$ cat src/rtl/ctrl_sequencer_pkg.sv
// Shared definitions for the lab CPU control path: opcode values (identical to the
// ALU operation codes), sequencer state encoding and the ALU operation width.
package ctrl_sequencer_pkg;

    localparam int ALU_OP_W = 7;

    localparam logic [3:0] OP_CLA = 4'h0;
    localparam logic [3:0] OP_COM = 4'h1;
    localparam logic [3:0] OP_SHR = 4'h2;
    localparam logic [3:0] OP_CSL = 4'h3;
    localparam logic [3:0] OP_ADD = 4'h5;
    localparam logic [3:0] OP_STA = 4'h6;
    localparam logic [3:0] OP_LDA = 4'h7;
    localparam logic [3:0] OP_JMP = 4'h8;
    localparam logic [3:0] OP_BAN = 4'h9;
    localparam logic [3:0] OP_HLT = 4'hF;

    typedef enum logic [2:0] {
        S_IDLE,
        S_FETCH,
        S_DECODE,
        S_OPRD,
        S_EXEC,
        S_WB,
        S_MEMWR,
        S_HALT
    } state_e;

    // Opcode 4 and A..E have no ALU meaning; the sequencer skips them like a NOP.
    function automatic logic op_is_legal(input logic [3:0] op);
        return !((op == 4'h4) || ((op >= 4'hA) && (op <= 4'hE)));
    endfunction

endpackage

$ cat src/rtl/ctrl_sequencer_pc_reg.sv
// Program counter: reset to PC_RST, parallel load has priority over increment,
// increment wraps modulo 2^ADDR_W.
module ctrl_sequencer_pc_reg #(
    parameter int                 ADDR_W = 4,
    parameter logic [ADDR_W-1:0]  PC_RST = '0
) (
    input  logic              clk,
    input  logic              rst_n,
    input  logic              inc_i,
    input  logic              load_i,
    input  logic [ADDR_W-1:0] load_val_i,
    output logic [ADDR_W-1:0] pc_o
);

    logic [ADDR_W-1:0] pc_q;
    logic [ADDR_W-1:0] pc_d;

    always_comb begin
        pc_d = pc_q;
        if (load_i) begin
            pc_d = load_val_i;
        end else if (inc_i) begin
            pc_d = pc_q + ADDR_W'(1);
        end
    end

    always_ff @(posedge clk or negedge rst_n) begin
        if (!rst_n) begin
            pc_q <= PC_RST;
        end else begin
            pc_q <= pc_d;
        end
    end

    assign pc_o = pc_q;

endmodule

$ cat src/rtl/ctrl_sequencer.sv
// Fetch/decode/execute sequencer for the lab CPU; owns PC and IR and drives the ALU opcode.
// Memory handshakes stall in place until mem_ready; start is only honoured from IDLE/HALT.
module ctrl_sequencer
    import ctrl_sequencer_pkg::*;
#(
    parameter int                 ADDR_W = 4,
    parameter int                 OPC_W  = 4,
    parameter logic [ADDR_W-1:0]  PC_RST = '0
) (
    input  logic                    clk,
    input  logic                    rst_n,
    input  logic                    start,
    input  logic [OPC_W+ADDR_W-1:0] mem_rdata,
    input  logic                    mem_ready,
    input  logic                    acc_msb,
    output logic                    mem_rd,
    output logic                    mem_wr,
    output logic [ADDR_W-1:0]       mem_addr,
    output logic                    m_sel,
    output logic [ALU_OP_W-1:0]     alu_op,
    output logic                    acc_we,
    output logic [ADDR_W-1:0]       pc,
    output logic                    halted,
    output logic                    busy
);

    state_e                  state_q;
    logic [OPC_W+ADDR_W-1:0] ir_q;
    logic [OPC_W-1:0]        opc;
    logic [ADDR_W-1:0]       ir_addr;
    logic                    pc_inc;
    logic                    pc_load;

    assign opc     = ir_q[OPC_W+ADDR_W-1:ADDR_W];
    assign ir_addr = ir_q[ADDR_W-1:0];

    // PC already points past the instruction while in DECODE, so a taken branch overrides it.
    assign pc_inc  = (state_q == S_FETCH) && mem_ready;
    assign pc_load = (state_q == S_DECODE) &&
                     ((opc == OPC_W'(OP_JMP)) || ((opc == OPC_W'(OP_BAN)) && acc_msb));

    ctrl_sequencer_pc_reg #(
        .ADDR_W (ADDR_W),
        .PC_RST (PC_RST)
    ) u_pc_reg (
        .clk        (clk),
        .rst_n      (rst_n),
        .inc_i      (pc_inc),
        .load_i     (pc_load),
        .load_val_i (ir_addr),
        .pc_o       (pc)
    );

    always_ff @(posedge clk or negedge rst_n) begin
        if (!rst_n) begin
            state_q <= S_IDLE;
            ir_q    <= '0;
        end else begin
            case (state_q)
                S_IDLE, S_HALT: begin
                    if (start) state_q <= S_FETCH;
                end
                S_FETCH: begin
                    if (mem_ready) begin
                        ir_q    <= mem_rdata;
                        state_q <= S_DECODE;
                    end
                end
                S_DECODE: begin
                    if ((opc == OPC_W'(OP_ADD)) || (opc == OPC_W'(OP_LDA))) begin
                        state_q <= S_OPRD;
                    end else if ((opc == OPC_W'(OP_JMP)) || (opc == OPC_W'(OP_BAN))) begin
                        state_q <= S_FETCH;
                    end else if (opc == OPC_W'(OP_HLT)) begin
                        state_q <= S_HALT;
                    end else if (!op_is_legal(4'(opc))) begin
                        state_q <= S_FETCH;
                    end else begin
                        state_q <= S_EXEC;
                    end
                end
                S_OPRD: begin
                    if (mem_ready) state_q <= S_EXEC;
                end
                S_EXEC: state_q <= S_WB;
                // STA spends WB without a write strobe, then performs the memory write.
                S_WB: state_q <= (opc == OPC_W'(OP_STA)) ? S_MEMWR : S_FETCH;
                S_MEMWR: begin
                    if (mem_ready) state_q <= S_FETCH;
                end
                default: state_q <= S_IDLE;
            endcase
        end
    end

    assign mem_rd   = (state_q == S_FETCH) || (state_q == S_OPRD);
    assign mem_wr   = (state_q == S_MEMWR);
    assign mem_addr = (state_q == S_FETCH) ? pc : ir_addr;
    assign m_sel    = (state_q == S_OPRD);
    assign alu_op   = (state_q == S_EXEC) ? ALU_OP_W'(opc) : '0;
    assign acc_we   = (state_q == S_WB) && (opc != OPC_W'(OP_STA));
    assign halted   = (state_q == S_HALT);
    assign busy     = (state_q != S_IDLE) && (state_q != S_HALT);

endmodule

$ cat config.mk
export PLATFORM = sky130hd
export DESIGN_NAME = ctrl_sequencer
export DESIGN_NICKNAME = d
export VERILOG_FILES = /design/src/rtl/ctrl_sequencer_pkg.sv /design/src/rtl/ctrl_sequencer_pc_reg.sv /design/src/rtl/ctrl_sequencer.sv
export SDC_FILE = /design/constraint.sdc
export NUM_CORES = 1
export LEC_CHECK = 0
export BUFFER_PORTS_ARGS = -buffer_cell sky130_fd_sc_hd__buf_4
export CELL_PAD_IN_SITES_DETAIL_PLACEMENT = 1
export CELL_PAD_IN_SITES_GLOBAL_PLACEMENT = 2
export CORE_ASPECT_RATIO = 2
export CORE_MARGIN = 2
export CORE_UTILIZATION = 27
export DETAILED_ROUTE_END_ITERATION = 8
export PLACE_DENSITY_LB_ADDON = 0.08
export SLEW_MARGIN = 5
export SYNTH_ARGS = -nofsm -noshare
export SYNTH_HDL_FRONTEND = slang
export SYNTH_HIERARCHICAL = 1
export SYNTH_SLANG_ARGS = --single-unit
$ cat constraint.sdc
create_clock -name clk -period 2 [get_ports clk]
set_clock_uncertainty 0.1 [all_clocks]
set_input_delay 0.1 -clock clk [delete_from_list [all_inputs] [get_ports clk]]
set_output_delay 0.1 -clock clk [all_outputs]
set_load 0.01 [all_outputs]
======== Word-level counts from Yosys, hierarchy flattened ========
Index checks and enable logic that the tools add are counted.
storage, ports and cells
  flip-flop bits (word level) ............. 15
  input port bits ......................... 13
  output and inout bits ................... 21
  word-level logic and storage cells ...... 57
operators by class
  $add $sub $neg .......................... 1
  $lt $le $gt $ge ......................... 2
  equality and inequality tests ........... 20
  multiplexer cells ....................... 14
  reductions and logical operators ........ 17
operator list
  cell                                                    count
  2-to-1 mux 3 bit                                        9
  one-hot mux 3 bit (7 select lines)                      1
  equality test 4 x 3 -> 1 bit (second input constant)    4
  2-to-1 mux 4 bit                                        4
  equality test 3 bit (second input constant)             4
  equality test 4 bit (second input constant)             3
  inequality test 2 bit (second input constant)           4
  equality test 3 x 2 -> 1 bit (second input constant)    2
  logical AND 1 bit                                       6
  logical OR 1 bit                                        5
  adder 4 x 1 -> 4 bit (second input constant)            1
  >= comparator 4 bit (second input constant)             1
  <= comparator 4 bit (second input constant)             1
  inequality test 4 x 3 -> 1 bit (second input constant)  1
  AND reduction 4 bit                                     1
  equality test 3 x 1 -> 1 bit (second input constant)    1
  logical NOT 3 bit                                       1
  inequality test 3 bit (second input constant)           1
  nonzero test 3 bit                                      1
  AND reduction 2 bit                                     1
  nonzero test 2 bit                                      1
  OR reduction 2 bit                                      1

======== Longest topological paths before layout ========
  depth in word-level cells ............... 8
  mapped depth ............................ 6

======== Hierarchy ========
The synthesis kept the hierarchy.
modules (own cells, without submodules)
  module                 times used  cells each  area an instance (um^2)
  ctrl_sequencer         1           79          828.3
  ctrl_sequencer_pc_reg  1           18          202.7

======== Worst setup path after synthesis ========
Ideal clock, no wire load.
  kind .................................... reg-to-reg
  start point ............................. register state_q[2]
  end point ............................... register u_pc_reg.pc_q[3] (netlist: u_pc_reg/pc_o[3])
  setup time .............................. 0.125 ns
  data arrival time ....................... 1.763 ns
  data required time ...................... 1.775 ns
  setup slack ............................. 0.012 ns
  cell stages (with the launch flop) ...... 5
  clock period less this slack ............ 1.988 ns
  path through ............................ dfrtp_1 > buf_6 > and4bb_2 > nor4b_1 > mux2_2
on the way
  cells in the longest elaborated chain, start to end .. 3
RTL lines
  item                                                    RTL line                     text
  start, declared                                         ctrl_sequencer.sv:27         state_e state_q;
  start signal, assigned                                  ctrl_sequencer.sv:87         S_WB: state_q <= (opc == OPC_W'(OP_STA)) ? S_MEMWR : S_FETCH;
  equality test 3 x 2 -> 1 bit *                          ctrl_sequencer.sv:39         assign pc_load = (state_q == S_DECODE) &&
  logical AND 1 bit *                                     ctrl_sequencer.sv:39
  net pc_load                                             ctrl_sequencer.sv:32         logic pc_load;
  2-to-1 mux 4 bit or nonzero test 2 bit (tied branches)  --
  end signal, assigned                                    ctrl_sequencer_pc_reg.sv:31  pc_q <= pc_d;
  end, declared                                           ctrl_sequencer_pc_reg.sv:15  logic [ADDR_W-1:0] pc_q;
Mark *: on every way through the listed nets, which the timed path passes. The rest lies on a longest branch.
A chain may end at the register's enable or synchronous reset.

======== Worst setup path after layout ========
  start point ............................. register state_q[1]
  end point ............................... output mem_addr[1]
on the way
  cells in the longest elaborated chain, start to end .. 2
RTL lines
  item                          RTL line              text
  equality test 3 x 1 -> 1 bit  ctrl_sequencer.sv:98  assign mem_addr = (state_q == S_FETCH) ? pc : ir_addr;
  2-to-1 mux 4 bit              ctrl_sequencer.sv:98
  end, declared                 ctrl_sequencer.sv:18  output logic [ADDR_W-1:0] mem_addr,
Every way passes these cells.

==> results.yml <==
final_layout:
  fin_nets: 157
  drive_gt1_share_pct: 41.5
  finalInstanceArea_um2: 1470
  antennaDiodeCount: 0
  utilization_pct: 40.2
  area_growth_pct: 42.2
setup_path:
  cpMaxStageDelayCell: "dfrtp_1"
  r2r_cells: 4
  crit_path_start_kind: "flip-flop"
  cp.depth: 4
  path_max_fanout: 13
  worst_path_dominant_cell_family: "flip-flops"
  crit_path_end_kind: "output pin"
  cp-startpoint: "state_q[1]"
  r2r-end: "u_pc_reg/pc_o[3]"
  crit_path_end: "mem_addr[1]"
  arrival_ns: 1.68
  required_ns: 1.80
  regToRegStartpoint: "state_q[1]"
  r2r_slack_ns: 0.18
  crit_type: "reg2out"
  crit_chain: "nand2b_1, nor2_4, mux2_2, buf_4"
  worst_path_largest_cell_delay_ns: 0.50
  path_buf_inv: 1
routing:
  drc: 0
  wirelength_um: 2960
  dr.pass1.iters: 3
  drtIter0Drc: 20
  vias: 924
  ant_nets: 0
  wire_per_inst_um: 15.5
  via_per_inst: 4.84
grt:
  grt-ovfl-total: 0
  grt_max_degree: 16
  grt_util_all_layers_pct: 15.3
  antenna_found_initial: 0
  grt_pass1_vias: 991
  grt_pass1_wl_um: 4850
sta:
  setup_ws_ns: 0.117
  maxSlewViolCount: 0
  clock.fmax_mhz: 531
  fin_crit_sh_pct: 94.1
  rsz0062_at_grt: "no"
  fin_crit_ns: 1.88
  tns_ns: 0
  hold_viol_final: 0
  setup_viol: 0
logic_synthesis:
  avgSynthCellArea_um2: 10.6
  ys.flop_type: "dfrtp_1"
  synth_area_leaders: "dfrtp_1 36%, mux2_4 12%, mux2_2 6.6%"
  synth_common_cells: "15 x dfrtp_1, 8 x mux2_4, 7 x and3_1"
  yosysMostFrequentCell: "dfrtp_1"
  synth-seq-area-share_pct: 36.4
  synth_top_area_share_pct: 36.4
  synth_seq_cells: 15
  synth-edff-count: 0
  ys_warn_count: 6
  ys_types: 39
  synth_area_leader_cell: "dfrtp_1"
  async_flop_share_pct: 100
  synth_cells: 97
  syn_area_um2: 1030
floorplan:
  fp.dieW_um: 47.7
  dieHeight_um: 91.4
  initial_core_util_pct: 28.3
  io_pins: 34
  rows: 31
  coreArea_um2: 3650
  die-area_um2: 4360
clocking:
  clk_latency_ns: 0.24
  cts_buffers: 3
  cts-root-buf: "clkbuf_8"
  cts_buffer_depth: 2
  clock-sinks: 15
  path_clk_slew_ns: 0.06
  tritoncts: "built"
  htreeDepth: 1
  postCtsSetupBuffers: 0
job:
  drv_cap: 0
placement:
  port_buffers: 30
  place_ws_ns: 0.191
  dpl.hpwl_um: 2260
  placed_area_um2: 1320
  globalplace.congestion: 0.730
hold_path:
  hp-class: "in2reg"
pwr:
  ir_drop_mv: 0.569
  powerDensity_nw_per_um2: 1520
  power_mw: 2.23
  power_leakage_nw: 0.678
outcome:
  status: "completed"
[per-stage QoR]
step / hold slack, ns / instances
3_5_place_dp: -0.130 / 178
6_report: 0.125 / 191
2_1_floorplan: -0.296 / 99
5_1_grt: 0.171 / 191
3_3_place_gp: -0.134 / 178
4_1_cts: 0.136 / 191
[placed cells by master (no fill, tap or decap), types with 3 or more instances in the layout]
cell           Yosys  final
buf_4              4     38
dfrtp_1           15     15
dlygate4sd3_1      0      9
mux2_4             8      8
and3_1             7      7
mux2_2             6      6
nand2_1            6      6
nor2_1             5      4
nand2b_1           3      3
a21oi_1            3      3
conb_1             1      3
clkbuf_8           0      3
o21ai_0            3      3
[cell families (layout without fill, tap and decap cells)]
| family | Yosys count | in the layout | synth area share [%] |
|---|---|---|---|
| AND/OR/NAND/NOR | 36 | 36 | 23.1 |
| multiplexers | 16 | 16 | 20.1 |
| AO/OA/AOI/OAI | 15 | 15 | 9.59 |
| flip-flops | 15 | 15 | 36.4 |
| buffers and inverters | 10 | 53 | 6.67 |
| XOR/XNOR | 3 | 3 | 2.55 |
| adder cells (fa/ha/maj) | 1 | 1 | 1.21 |
| other | 1 | 3 | 0.364 |
[routing by layer]
| metal | wire length [µm] | global-route usage [%] |
|---|---|---|
| met5 | 0 | 0 |
| met4 | 61 | 8.11 |
| met3 | 100 | 1.99 |
| met2 | 1720 | 25.8 |
| met1 | 1080 | 17.2 |
[worst min-delay path by stage]
stage | from | end | slack [ns] | cells after the start
after floorplan | rst_n | ir_q[0] | -0.30 | 0
final | mem_ready | state_q[0] | 0.12 | 3
after global placement | rst_n | ir_q[1] | -0.13 | 1
after detailed placement | rst_n | u_pc_reg/pc_o[1] | -0.13 | 1
after CTS | rst_n | u_pc_reg/pc_o[1] | 0.14 | 2
after global routing | rst_n | u_pc_reg/pc_o[3] | 0.17 | 2
[power breakdown]
group          internal [mW]  leakage [nW]  switching, mW  total [mW]
combinational          0.747         0.476          0.580        1.33
sequential             0.458         0.180          0.206       0.664
clock                  0.141        0.0228          0.101       0.241
[worst min-delay path: stages]
cell and delay (ns):
buf_4 0.12, o221ai_1 0.10, o31ai_1 0.10
[repair_timing]
action                                 CTS  global route
hold buffers                             9             0
setup endpoints to repair                4             4
endpoints found under the hold margin   23             0
resized for setup                        1             1
[final cells by class]
class / instances / area [µm²]
inverters: 2 / 7.51
multi-input cells: 74 / 602
flip-flops and latches: 15 / 375
repair buffers: 47 / 375
well taps: 49 / 61.3
clock buffers: 4 / 45.0
fillers: 454 / 2180
[state kept, by name, indices dropped and copies added, names as in the netlist]
name           count
ir_q               8
u_pc_reg/pc_o      4
state_q            3
(Power assumes the default switching activity.)
